<file path="src/rtl/typepkg.sv">
// Shared core types: memory-op encodings, the poison value, and LSU state.
package typepkg;

  typedef enum logic [2:0] {
    MR_NONE   = 3'd0,
    MR_BYTE   = 3'd1,
    MR_HALF   = 3'd2,
    MR_WORD   = 3'd3,
    MR_BYTE_U = 3'd4,
    MR_HALF_U = 3'd5
  } mem_read_t;

  typedef enum logic [1:0] {
    MW_NONE = 2'd0,
    MW_BYTE = 2'd1,
    MW_HALF = 2'd2,
    MW_WORD = 2'd3
  } mem_write_t;

  typedef enum logic [1:0] {
    LSU_IDLE = 2'd0,
    LSU_REQ  = 2'd1,
    LSU_WAIT = 2'd2,
    LSU_RESP = 2'd3
  } lsu_state_t;

  typedef enum logic [1:0] {
    SZ_NONE = 2'd0,
    SZ_BYTE = 2'd1,
    SZ_HALF = 2'd2,
    SZ_WORD = 2'd3
  } acc_size_t;

  localparam logic [31:0] BAD_VAL = 32'hDEAD_BEEF;

  // Access width of an op; a read control takes precedence over a write.
  function automatic acc_size_t op_size(mem_read_t rd, mem_write_t wr);
    acc_size_t sz;
    sz = SZ_NONE;
    if (rd != MR_NONE) begin
      case (rd)
        MR_BYTE, MR_BYTE_U: sz = SZ_BYTE;
        MR_HALF, MR_HALF_U: sz = SZ_HALF;
        default:            sz = SZ_WORD;
      endcase
    end else begin
      case (wr)
        MW_BYTE: sz = SZ_BYTE;
        MW_HALF: sz = SZ_HALF;
        MW_WORD: sz = SZ_WORD;
        default: sz = SZ_NONE;
      endcase
    end
    return sz;
  endfunction

endpackage

</file>
<file path="src/rtl/lsu_mem_stage_lane_align.sv">
// Byte-lane steering for the LSU: store enables/replication, misalignment
// detection, and load extraction with sign/zero extension.
module lsu_lane_align
  import typepkg::*;
(
  input  mem_read_t   st_rd_i,
  input  mem_write_t  st_wr_i,
  input  logic [1:0]  st_off_i,
  input  logic [31:0] st_wdata_i,
  output logic [3:0]  st_be_o,
  output logic [31:0] st_wdata_o,
  output logic        st_misal_o,
  input  mem_read_t   ld_rd_i,
  input  logic [1:0]  ld_off_i,
  input  logic [31:0] ld_rdata_i,
  output logic [31:0] ld_data_o
);

  acc_size_t   sz;
  logic [31:0] shifted;

  assign sz = op_size(st_rd_i, st_wr_i);

  // Outgoing lanes: enables shifted to the byte offset, data replicated so
  // every lane the enables select carries the right byte.
  always_comb begin
    st_be_o    = 4'b0000;
    st_wdata_o = st_wdata_i;
    st_misal_o = 1'b0;
    case (sz)
      SZ_BYTE: begin
        st_be_o    = 4'b0001 << st_off_i;
        st_wdata_o = {4{st_wdata_i[7:0]}};
      end
      SZ_HALF: begin
        st_be_o    = 4'b0011 << st_off_i;
        st_wdata_o = {2{st_wdata_i[15:0]}};
        st_misal_o = st_off_i[0];
      end
      SZ_WORD: begin
        st_be_o    = 4'b1111;
        st_misal_o = (st_off_i != 2'b00);
      end
      default: ;
    endcase
  end

  assign shifted = ld_rdata_i >> {ld_off_i, 3'b000};

  // Incoming lanes: bring the addressed bytes down to bit 0 and extend.
  always_comb begin
    ld_data_o = shifted;
    case (ld_rd_i)
      MR_BYTE:   ld_data_o = {{24{shifted[7]}}, shifted[7:0]};
      MR_BYTE_U: ld_data_o = {24'd0, shifted[7:0]};
      MR_HALF:   ld_data_o = {{16{shifted[15]}}, shifted[15:0]};
      MR_HALF_U: ld_data_o = {16'd0, shifted[15:0]};
      default:   ld_data_o = shifted;
    endcase
  end

endmodule

</file>
<file path="src/rtl/lsu_mem_stage.sv">
// RV32I memory stage: one req/gnt/rvalid transaction per op, registered
// write-back result, back-pressure to EX while an op is in flight.
module lsu_mem_stage
  import typepkg::*;
#(
  parameter int unsigned TIMEOUT_CYCLES = 255
) (
  input  logic        clk,
  input  logic        rst,
  input  logic        ex_valid,
  output logic        ex_ready,
  input  mem_read_t   ex_mem_read,
  input  mem_write_t  ex_mem_write,
  input  logic [31:0] ex_addr,
  input  logic [31:0] ex_wdata,
  output logic        dmem_req,
  input  logic        dmem_gnt,
  output logic        dmem_we,
  output logic [3:0]  dmem_be,
  output logic [31:0] dmem_addr,
  output logic [31:0] dmem_wdata,
  input  logic        dmem_rvalid,
  input  logic [31:0] dmem_rdata,
  output logic        wb_valid,
  output logic [31:0] wb_rdata,
  output logic        wb_misaligned,
  output logic        wb_bus_err
);

  localparam logic [7:0] CNT_LAST = 8'(TIMEOUT_CYCLES - 1);

  lsu_state_t  state_q, state_d;
  logic [7:0]  cnt_q, cnt_d;
  mem_read_t   rd_q;
  logic [1:0]  off_q;
  logic        load_q;
  logic        we_q;
  logic [3:0]  be_q;
  logic [31:0] addr_q, wdata_q;
  logic [31:0] wb_rdata_q;
  logic        mis_q, err_q;

  logic [3:0]  st_be;
  logic [31:0] st_wdata, ld_data;
  logic        st_misal;
  logic        accept, ex_load, ex_none, timeout;

  assign accept  = (state_q == LSU_IDLE) && ex_valid;
  assign ex_load = (ex_mem_read != MR_NONE);
  assign ex_none = (ex_mem_read == MR_NONE) && (ex_mem_write == MW_NONE);
  assign timeout = (cnt_q == CNT_LAST);

  lsu_lane_align u_align (
    .st_rd_i    (ex_mem_read),
    .st_wr_i    (ex_mem_write),
    .st_off_i   (ex_addr[1:0]),
    .st_wdata_i (ex_wdata),
    .st_be_o    (st_be),
    .st_wdata_o (st_wdata),
    .st_misal_o (st_misal),
    .ld_rd_i    (rd_q),
    .ld_off_i   (off_q),
    .ld_rdata_i (dmem_rdata),
    .ld_data_o  (ld_data)
  );

  // Next state and response-timeout counter.
  always_comb begin
    state_d = state_q;
    cnt_d   = cnt_q;
    case (state_q)
      LSU_IDLE: if (ex_valid) state_d = (st_misal || ex_none) ? LSU_RESP : LSU_REQ;
      LSU_REQ:  if (dmem_gnt) begin
                  state_d = LSU_WAIT;
                  cnt_d   = 8'd0;
                end
      LSU_WAIT: if (dmem_rvalid || timeout) state_d = LSU_RESP;
                else cnt_d = cnt_q + 8'd1;
      LSU_RESP: state_d = LSU_IDLE;
      default:  state_d = LSU_IDLE;
    endcase
  end

  // State and counter registers.
  always_ff @(posedge clk or posedge rst) begin
    if (rst) begin
      state_q <= LSU_IDLE;
      cnt_q   <= 8'd0;
    end else begin
      state_q <= state_d;
      cnt_q   <= cnt_d;
    end
  end

  // Op capture at accept; result capture on the response or the timeout.
  // The result defaults to the poison value so stores, NONE ops, faults
  // and timeouts all report it without extra muxing.
  always_ff @(posedge clk or posedge rst) begin
    if (rst) begin
      rd_q       <= MR_NONE;
      off_q      <= 2'd0;
      load_q     <= 1'b0;
      we_q       <= 1'b0;
      be_q       <= 4'd0;
      addr_q     <= 32'd0;
      wdata_q    <= 32'd0;
      wb_rdata_q <= 32'd0;
      mis_q      <= 1'b0;
      err_q      <= 1'b0;
    end else if (accept) begin
      rd_q       <= ex_mem_read;
      off_q      <= ex_addr[1:0];
      load_q     <= ex_load;
      we_q       <= !ex_load && (ex_mem_write != MW_NONE);
      be_q       <= st_be;
      addr_q     <= {ex_addr[31:2], 2'b00};
      wdata_q    <= st_wdata;
      wb_rdata_q <= BAD_VAL;
      mis_q      <= st_misal;
      err_q      <= 1'b0;
    end else if (state_q == LSU_WAIT) begin
      if (dmem_rvalid) begin
        if (load_q) wb_rdata_q <= ld_data;
      end else if (timeout) begin
        err_q <= 1'b1;
      end
    end
  end

  // Both controls active at once is illegal input; the read wins in the datapath.
  always_ff @(posedge clk) begin
    if (!rst && accept) assert (!((ex_mem_read != MR_NONE) && (ex_mem_write != MW_NONE)));
  end

  assign ex_ready      = (state_q == LSU_IDLE);
  assign dmem_req      = (state_q == LSU_REQ);
  assign wb_valid      = (state_q == LSU_RESP);
  assign dmem_we       = we_q;
  assign dmem_be       = be_q;
  assign dmem_addr     = addr_q;
  assign dmem_wdata    = wdata_q;
  assign wb_rdata      = wb_rdata_q;
  assign wb_misaligned = mis_q;
  assign wb_bus_err    = err_q;

endmodule

</file>
<file path="config.mk">
export PLATFORM = sky130hd
export DESIGN_NAME = lsu_mem_stage
export DESIGN_NICKNAME = d
export VERILOG_FILES = /design/src/rtl/typepkg.sv /design/src/rtl/lsu_mem_stage_lane_align.sv /design/src/rtl/lsu_mem_stage.sv
export SDC_FILE = /design/constraint.sdc
export NUM_CORES = 1
export LEC_CHECK = 0
export CORE_UTILIZATION = 30
export CTS_CLUSTER_DIAMETER = 30
export DETAILED_ROUTE_END_ITERATION = 10
export SYNTH_ARGS = -nofsm -noshare
export SYNTH_HDL_FRONTEND = slang
export SYNTH_SLANG_ARGS = --single-unit
export TNS_END_PERCENT = 100
</file>
<file path="constraint.sdc">
create_clock -name clk -period 5.3 [get_ports clk]
set_input_delay 1.06 -clock clk [delete_from_list [all_inputs] [get_ports clk]]
set_output_delay 1.06 -clock clk [all_outputs]
set_load 0.01 [all_outputs]
</file>
==> flow_metrics.env, run 1 <==
export IMPL_status="finished, final reports clean"
export IMPL_arrival_ns=3.41
export IMPL_ys_seq_area_share_pct=51.3
export IMPL_netlist_area_sq_um=5710
export IMPL_critPathMaxStageDelay_ns=0.48
export IMPL_max_slew_margin_rel_pct=24.0
export IMPL_cp_end_kind="flop"
export IMPL_avgViaCountPerCell=4.86
export IMPL_syn_to_final_growth_pct=52.0
export IMPL_power_leakage_nw=3.80
export IMPL_crit_cells=10
export IMPL_final_cell_mix="clkdlybuf4s50_1 (209), nand2_1 (164), dfrtp_1 (117)"
export IMPL_fin_area_sq_um=8680
export IMPL_post_route_period_util_pct=57.7
export IMPL_rows=50
export IMPL_cts_max_level=4
export IMPL_num_vias=5260
export IMPL_gp_congestion=0.806
export IMPL_critPathTopFamily="buffers and inverters"
export IMPL_crit_top_cell="nor2_1"
export IMPL_antenna_cells=0
export IMPL_hp_class="flop to flop"
export IMPL_finalSetupViolCount=0
export IMPL_clock_sinks=117
export IMPL_final_antenna_net_count=0
export IMPL_instances_no_fill=1082
export IMPL_fillers=1769
export IMPL_yosys_warnings=0
export IMPL_critPathMaxFanout=20
export IMPL_drt_pass1_iterations=5
export IMPL_rsz0062_at_grt="no"
export IMPL_hold_viol=0
export IMPL_drt_total_wl_mm=17.6
export IMPL_worstRegToRegCells=5
export IMPL_clock_fmax_mhz=327
export IMPL_layout_commonest_cell="clkdlybuf4s50_1"
export IMPL_place_inst=1050
export IMPL_skew_ns=0.00590
export IMPL_drive_gt1_share_pct=6.37
export IMPL_fin_crit_ns=3.06
export IMPL_cts_resized_gates=0
export IMPL_fp_dieArea_sq_um=19600
export IMPL_path_cells="clkdlybuf4s50_1 -> nor2_1 -> o21ai_0 -> o21a_1 -> ha_1 -> buf_4 -> inv_2 -> nor2_1 -> a221oi_1 -> nor2_1"
export IMPL_fp_dieW_um=140
export IMPL_syn_area_per_cell_sq_um=8.99
export IMPL_setup_worst_path_start="ex_mem_read[2]"
export IMPL_drv_slew=0
export IMPL_pin_count=212
export IMPL_place_hpwl_mm=12.5
export IMPL_drcViolationCount=0
export IMPL_vdd_drop_max_mv=0.263
export IMPL_syn_inst=635
export IMPL_async_flop_share_pct=100
export IMPL_postCtsSetupRepairBufs=0
export IMPL_placed_area_sq_um=8010
export IMPL_root_buffer="clkbuf_16"
export IMPL_portBuffers=209
export IMPL_first_iter_violations=302
export IMPL_cts_buffers=17
export IMPL_tns_ns=0
export IMPL_endpoint="dmem_wdata[17]$_DFFE_PP0P_"
export IMPL_reg2reg_to="wb_rdata[29]$_DFFE_PP0P_"
export IMPL_grt_pass1_wl_mm=28.1
export IMPL_ys_dominant_reg_cell="dfrtp_1"
export IMPL_wl_per_cell_um=16.3
export IMPL_grt_max_degree=64
export IMPL_clk_path_buf_depth=2
export IMPL_synth_cell_types=49
export IMPL_grt_antenna_before_repair=0
export IMPL_crit_required_ns=5.65
export IMPL_die_height_um=140
export IMPL_synth_edf_count=0
export IMPL_r2r_start="state_q[0]$_DFFE_PP0P_"
export IMPL_tightestPinTransition_ns=1.14
export IMPL_clkLatencyLatePin_ns=0.42
export IMPL_slowest_stage="clkdlybuf4s50_1"
export IMPL_start_util_pct=30.5
export IMPL_ys_ff_latch=117
export IMPL_grt_usage_pct=18.6
export IMPL_final_nets=951
export IMPL_rrSetupSlack_ns=2.76
export IMPL_postCtsHoldBufs=0
export IMPL_grt_pass1_vias=5216
export IMPL_crit_buf_inv=3
export IMPL_clkSlewWorstSetupHoldPaths_ns=0.06
export IMPL_fp_coreArea_sq_um=18700
export IMPL_critPathLaunchType="input port"
export IMPL_grt_overflow=0
export IMPL_drv_cap=0
export IMPL_p_per_area_nw_per_um2=591
export IMPL_worstSetupPathType="input port to flop"
export IMPL_cts_tree="built"
[synthesized netlist by cell type, types with 4 or more instances]
library cell | count | share of area [%]
a221oi_1 | 8 | 1.2
nand4_1 | 5 | 0.55
a31oi_1 | 4 | 0.44
a2bb2oi_1 | 8 | 1.2
buf_1 | 4 | 0.26
clkbuf_1 | 26 | 1.7
mux2i_1 | 22 | 3.9
ha_1 | 10 | 2.2
o21ai_0 | 9 | 0.79
nor2_1 | 60 | 3.9
buf_2 | 6 | 0.53
nor2b_1 | 4 | 0.44
o21ai_1 | 22 | 1.9
nand3_1 | 15 | 1.3
inv_1 | 10 | 0.66
nand2b_1 | 16 | 1.8
a21oi_1 | 55 | 4.8
mux2_1 | 8 | 1.6
o211ai_1 | 7 | 0.92
dfrtp_1 | 117 | 51
o22a_1 | 6 | 0.92
nand2_1 | 165 | 11
a22o_1 | 8 | 1.2
[registers in the layout, indices dropped and copies added (netlist names), 2 cells and up]
register	count
cnt_q	8
off_q	2
dmem_be	4
rd_q	3
state_q	2
wb_rdata	32
dmem_addr	30
dmem_wdata	32
[cells by family (layout without fill, tap and decap cells)]
kind of cell / count (synthesis) / after routing / share of synthesized area [%]
and+or+nand+nor: 283 / 283 / 21.0
muxes: 32 / 32 / 6.02
AOI/OAI and AO/OA: 140 / 140 / 15.5
DFF: 117 / 117 / 51.3
other: 1 / 2 / 0.0657
adders and majority gates: 10 / 10 / 2.19
buffers and inverters: 50 / 262 / 3.68
xor gates and xnor gates: 2 / 2 / 0.307
[area by class of cell]
class	count	area [sq um]	area share, %
Clock buffer	20	467	5.38
Clock inverter	12	200	2.31
Inverter	11	43.8	0.505
Multi-Input combinational cell	469	2580	29.7
Sequential cell	117	2930	33.7
Tap cell	234	293	3.37
Timing Repair Buffer	219	2170	25.0
[worst register-to-register path: stages (launching register included)]
cell     delay [ns]
dfrtp_1        0.40
inv_1          0.11
ha_1           0.31
and2_2         0.95
buf_4          0.51
o31ai_1        0.14
[worst min-delay path by stage]
stage / startpoint / to / slack [ns] / cells after the start
2_1_floorplan: cnt_q[1]$_DFFE_PP0P_ / cnt_q[1]$_DFFE_PP0P_ / 0.50 / 1
3_3_place_gp: dmem_addr[18]$_DFFE_PP0P_ / dmem_addr[18]$_DFFE_PP0P_ / 0.46 / 2
3_5_place_dp: dmem_wdata[3]$_DFFE_PP0P_ / dmem_wdata[3]$_DFFE_PP0P_ / 0.46 / 2
4_1_cts: dmem_wdata[3]$_DFFE_PP0P_ / dmem_wdata[3]$_DFFE_PP0P_ / 0.47 / 2
5_1_grt: dmem_addr[27]$_DFFE_PP0P_ / dmem_addr[27]$_DFFE_PP0P_ / 0.50 / 2
6_report: dmem_addr[14]$_DFFE_PP0P_ / dmem_addr[14]$_DFFE_PP0P_ / 0.47 / 2
[per-layer routing]
metal  GRT usage (%)  routed length [um]  vias up
li1                -                   -     2560
met1            23.1                7590     2507
met2            29.4                8410      164
met3            7.15                1220       29
met4            6.71                 383        0
met5               0                   0        -
[power breakdown]
part / leakage [nW] / internal, mW / switching, mW
Sequential: 1.40 / 1.29 / 0.236
Combinational: 2.09 / 1.14 / 1.17
Clock: 0.307 / 0.870 / 0.424
Total: 3.80 / 3.30 / 1.83
[through the flow]
step | util (%) | hold slack, ns | power (mW) | setup slack (ns)
floorplan | - | 0.504 | 2.73 | 1.14
detailed placement | 42.8 | 0.461 | 3.86 | 1.83
global route | 46.4 | 0.504 | 5.49 | 2.04
finish | 46.4 | 0.469 | 5.13 | 2.24
CTS | 46.4 | 0.475 | 5.19 | 2.27
global placement | 42.8 | 0.457 | 3.85 | 1.93
(Power assumes the default switching activity.)
==> run 2: changes to the inputs <==
Clock period 5.3 ns to 2.6 ns, I/O delays scaled along.
==> flow_metrics.env, run 2 (synthesis gave the netlist of run 1 again) <==
export IMPL_status="finished, final reports clean"
export IMPL_crit_required_ns=2.94
export IMPL_crit_top_cell="nor2_1"
export IMPL_cp_end_kind="flop"
export IMPL_grt_antenna_before_repair=0
export IMPL_reg2reg_to="wb_rdata[24]$_DFFE_PP0P_"
export IMPL_multi_input_area_sq_um=2580
export IMPL_drive_gt1_share_pct=7.45
export IMPL_drv_slew=0
export IMPL_final_nets=962
export IMPL_max_slew_margin_rel_pct=21.7
export IMPL_rsz0062_at_grt="no"
export IMPL_grt_max_degree=118
export IMPL_critPathLaunchType="input port"
export IMPL_finalSetupViolCount=0
export IMPL_antenna_cells=0
export IMPL_vdd_drop_max_mv=0.498
export IMPL_cts_tree="built"
export IMPL_tns_ns=0
export IMPL_post_route_period_util_pct=91.7
export IMPL_root_buffer="clkbuf_16"
export IMPL_seqCellArea_sq_um=2930
export IMPL_fin_area_sq_um=8730
export IMPL_cts_buffers=17
export IMPL_first_iter_violations=306
export IMPL_worstRegToRegCells=7
export IMPL_fin_crit_ns=2.38
export IMPL_rows=50
export IMPL_critPathMaxStageDelay_ns=0.53
export IMPL_grt_overflow=0
export IMPL_slowest_stage="nor2_1"
export IMPL_skew_ns=0.0176
export IMPL_avgViaCountPerCell=4.78
export IMPL_hold_ws_ns=0.468
export IMPL_hold_viol=0
export IMPL_wl_per_cell_um=16.2
export IMPL_hp_start="dmem_addr[7]$_DFFE_PP0P_"
export IMPL_fillers=1802
export IMPL_power_leakage_nw=3.83
export IMPL_final_antenna_net_count=0
export IMPL_dp_slack_ns=-0.175
export IMPL_gp_congestion=0.811
export IMPL_fp_coreArea_sq_um=18700
export IMPL_critPathMaxFanout=10
export IMPL_grt_pass1_wl_mm=28.5
export IMPL_start_util_pct=30.5
export IMPL_drcViolationCount=0
export IMPL_place_inst=1061
export IMPL_cts_resized_gates=0
export IMPL_fp_dieArea_sq_um=19600
export IMPL_rrSetupSlack_ns=0.60
export IMPL_postCtsSetupRepairBufs=0
export IMPL_clock_sinks=117
export IMPL_r2r_start="state_q[0]$_DFFE_PP0P_"
export IMPL_instances_no_fill=1093
export IMPL_grt_usage_pct=18.8
export IMPL_fp_dieW_um=140
export IMPL_clkSlewWorstSetupHoldPaths_ns=0.06
export IMPL_tightestPinTransition_ns=1.17
export IMPL_worstSetupPathType="input port to flop"
export IMPL_placed_area_sq_um=8130
export IMPL_hp_class="flop to flop"
export IMPL_drt_total_wl_mm=17.7
export IMPL_drt_pass1_iterations=5
export IMPL_clkLatencyLatePin_ns=0.42
export IMPL_clk_path_buf_depth=2
export IMPL_cts_max_level=4
export IMPL_layout_commonest_cell="clkdlybuf4s50_1"
export IMPL_postCtsHoldBufs=0
export IMPL_die_height_um=140
export IMPL_portBuffers=209
export IMPL_hold_end="dmem_addr[7]$_DFFE_PP0P_"
export IMPL_arrival_ns=2.72
export IMPL_syn_to_final_growth_pct=52.8
export IMPL_num_vias=5228
export IMPL_p_per_area_nw_per_um2=1170
export IMPL_worst_slack_ns=0.217
export IMPL_pin_count=212
export IMPL_hold_path_depth=2
export IMPL_grt_pass1_vias=5210
export IMPL_place_hpwl_mm=12.8
export IMPL_drv_cap=0
export IMPL_clock_fmax_mhz=420
export IMPL_path_cells="clkdlybuf4s50_1 -> nor2_1 -> o21ai_0 -> o21a_1 -> inv_1 -> ha_1 -> nor2_1 -> nor2_1 -> a221oi_1 -> nor2_1"
export IMPL_final_cell_mix="clkdlybuf4s50_1 (209), nand2_1 (164), dfrtp_1 (117)"
==> run 2: cell count changes in the layout (fill, tap and decap cells not counted), moves of 2 or more <==
| cell | change |
|---|---|
| buf_12 | +3 |
| buf_4 | +8 |
| bufinv_16 | -3 |
| inv_6 | +3 |
| clkinv_4 | +3 |
| clkbuf_8 | -2 |
==> run 2: per-layer routing <==
layer / part of all wire, % / global-route usage (%) / up-vias / wire length [um]
li1: - / - / 2588 / -
met1: 45 / 24.7 / 2465 / 7870
met2: 46 / 28.5 / 151 / 8160
met3: 6.8 / 5.98 / 24 / 1190
met4: 2.5 / 7.92 / 0 / 449
met5: 0 / 0 / - / 0
==> run 2: final cells by class <==
type | count | area share (%)
inverter | 11 | 0.516
timing repair buffer | 230 | 26.2
tap | 234 | 3.35
clock buffer | 19 | 5.08
multi-input combinational | 469 | 29.6
sequential | 117 | 33.5
clock inverter | 13 | 1.72
==> run 2: critical path, delay by kind of cell <==
| kind | cells | cell delay [ns] |
|---|---|---|
| AO/OA/AOI/OAI | 3 | 0.43 |
| adder cells (fa/ha/maj) | 1 | 0.36 |
| buffers and inverters | 2 | 0.54 |
| AND/OR/NAND/NOR | 4 | 0.89 |
==> run 2: stage by stage <==
stage | power (mW) | utilization, %
final | 10.2 | 46.7
after global routing | 11.0 | 46.7
after CTS | 10.4 | 46.7
after detailed placement | 7.96 | 43.5
after global placement | 7.93 | 43.5
after floorplan | 5.56 | -
==> run 2: worst max-delay path by stage <==
stage | slack (ns) | cells past startpoint | end | from
after floorplan | 0.65 | 1 | cnt_q[0]$_DFFE_PP0P_ | rst
after global placement | -0.09 | 10 | dmem_wdata[22]$_DFFE_PP0P_ | ex_mem_read[2]
after CTS | 0.24 | 3 | ex_ready | state_q[1]$_DFFE_PP0P_
after detailed placement | -0.18 | 10 | dmem_wdata[18]$_DFFE_PP0P_ | ex_mem_read[2]
final | 0.22 | 10 | dmem_wdata[18]$_DFFE_PP0P_ | ex_mem_read[2]
after global routing | 0.01 | 10 | dmem_wdata[20]$_DFFE_PP0P_ | ex_mem_read[2]
==> run 2: power breakdown <==
group | switching (mW) | total [mW] | internal (mW)
sequential | 0.517 | 3.14 | 2.63
clock | 0.900 | 2.35 | 1.45
combinational | 2.36 | 4.75 | 2.39
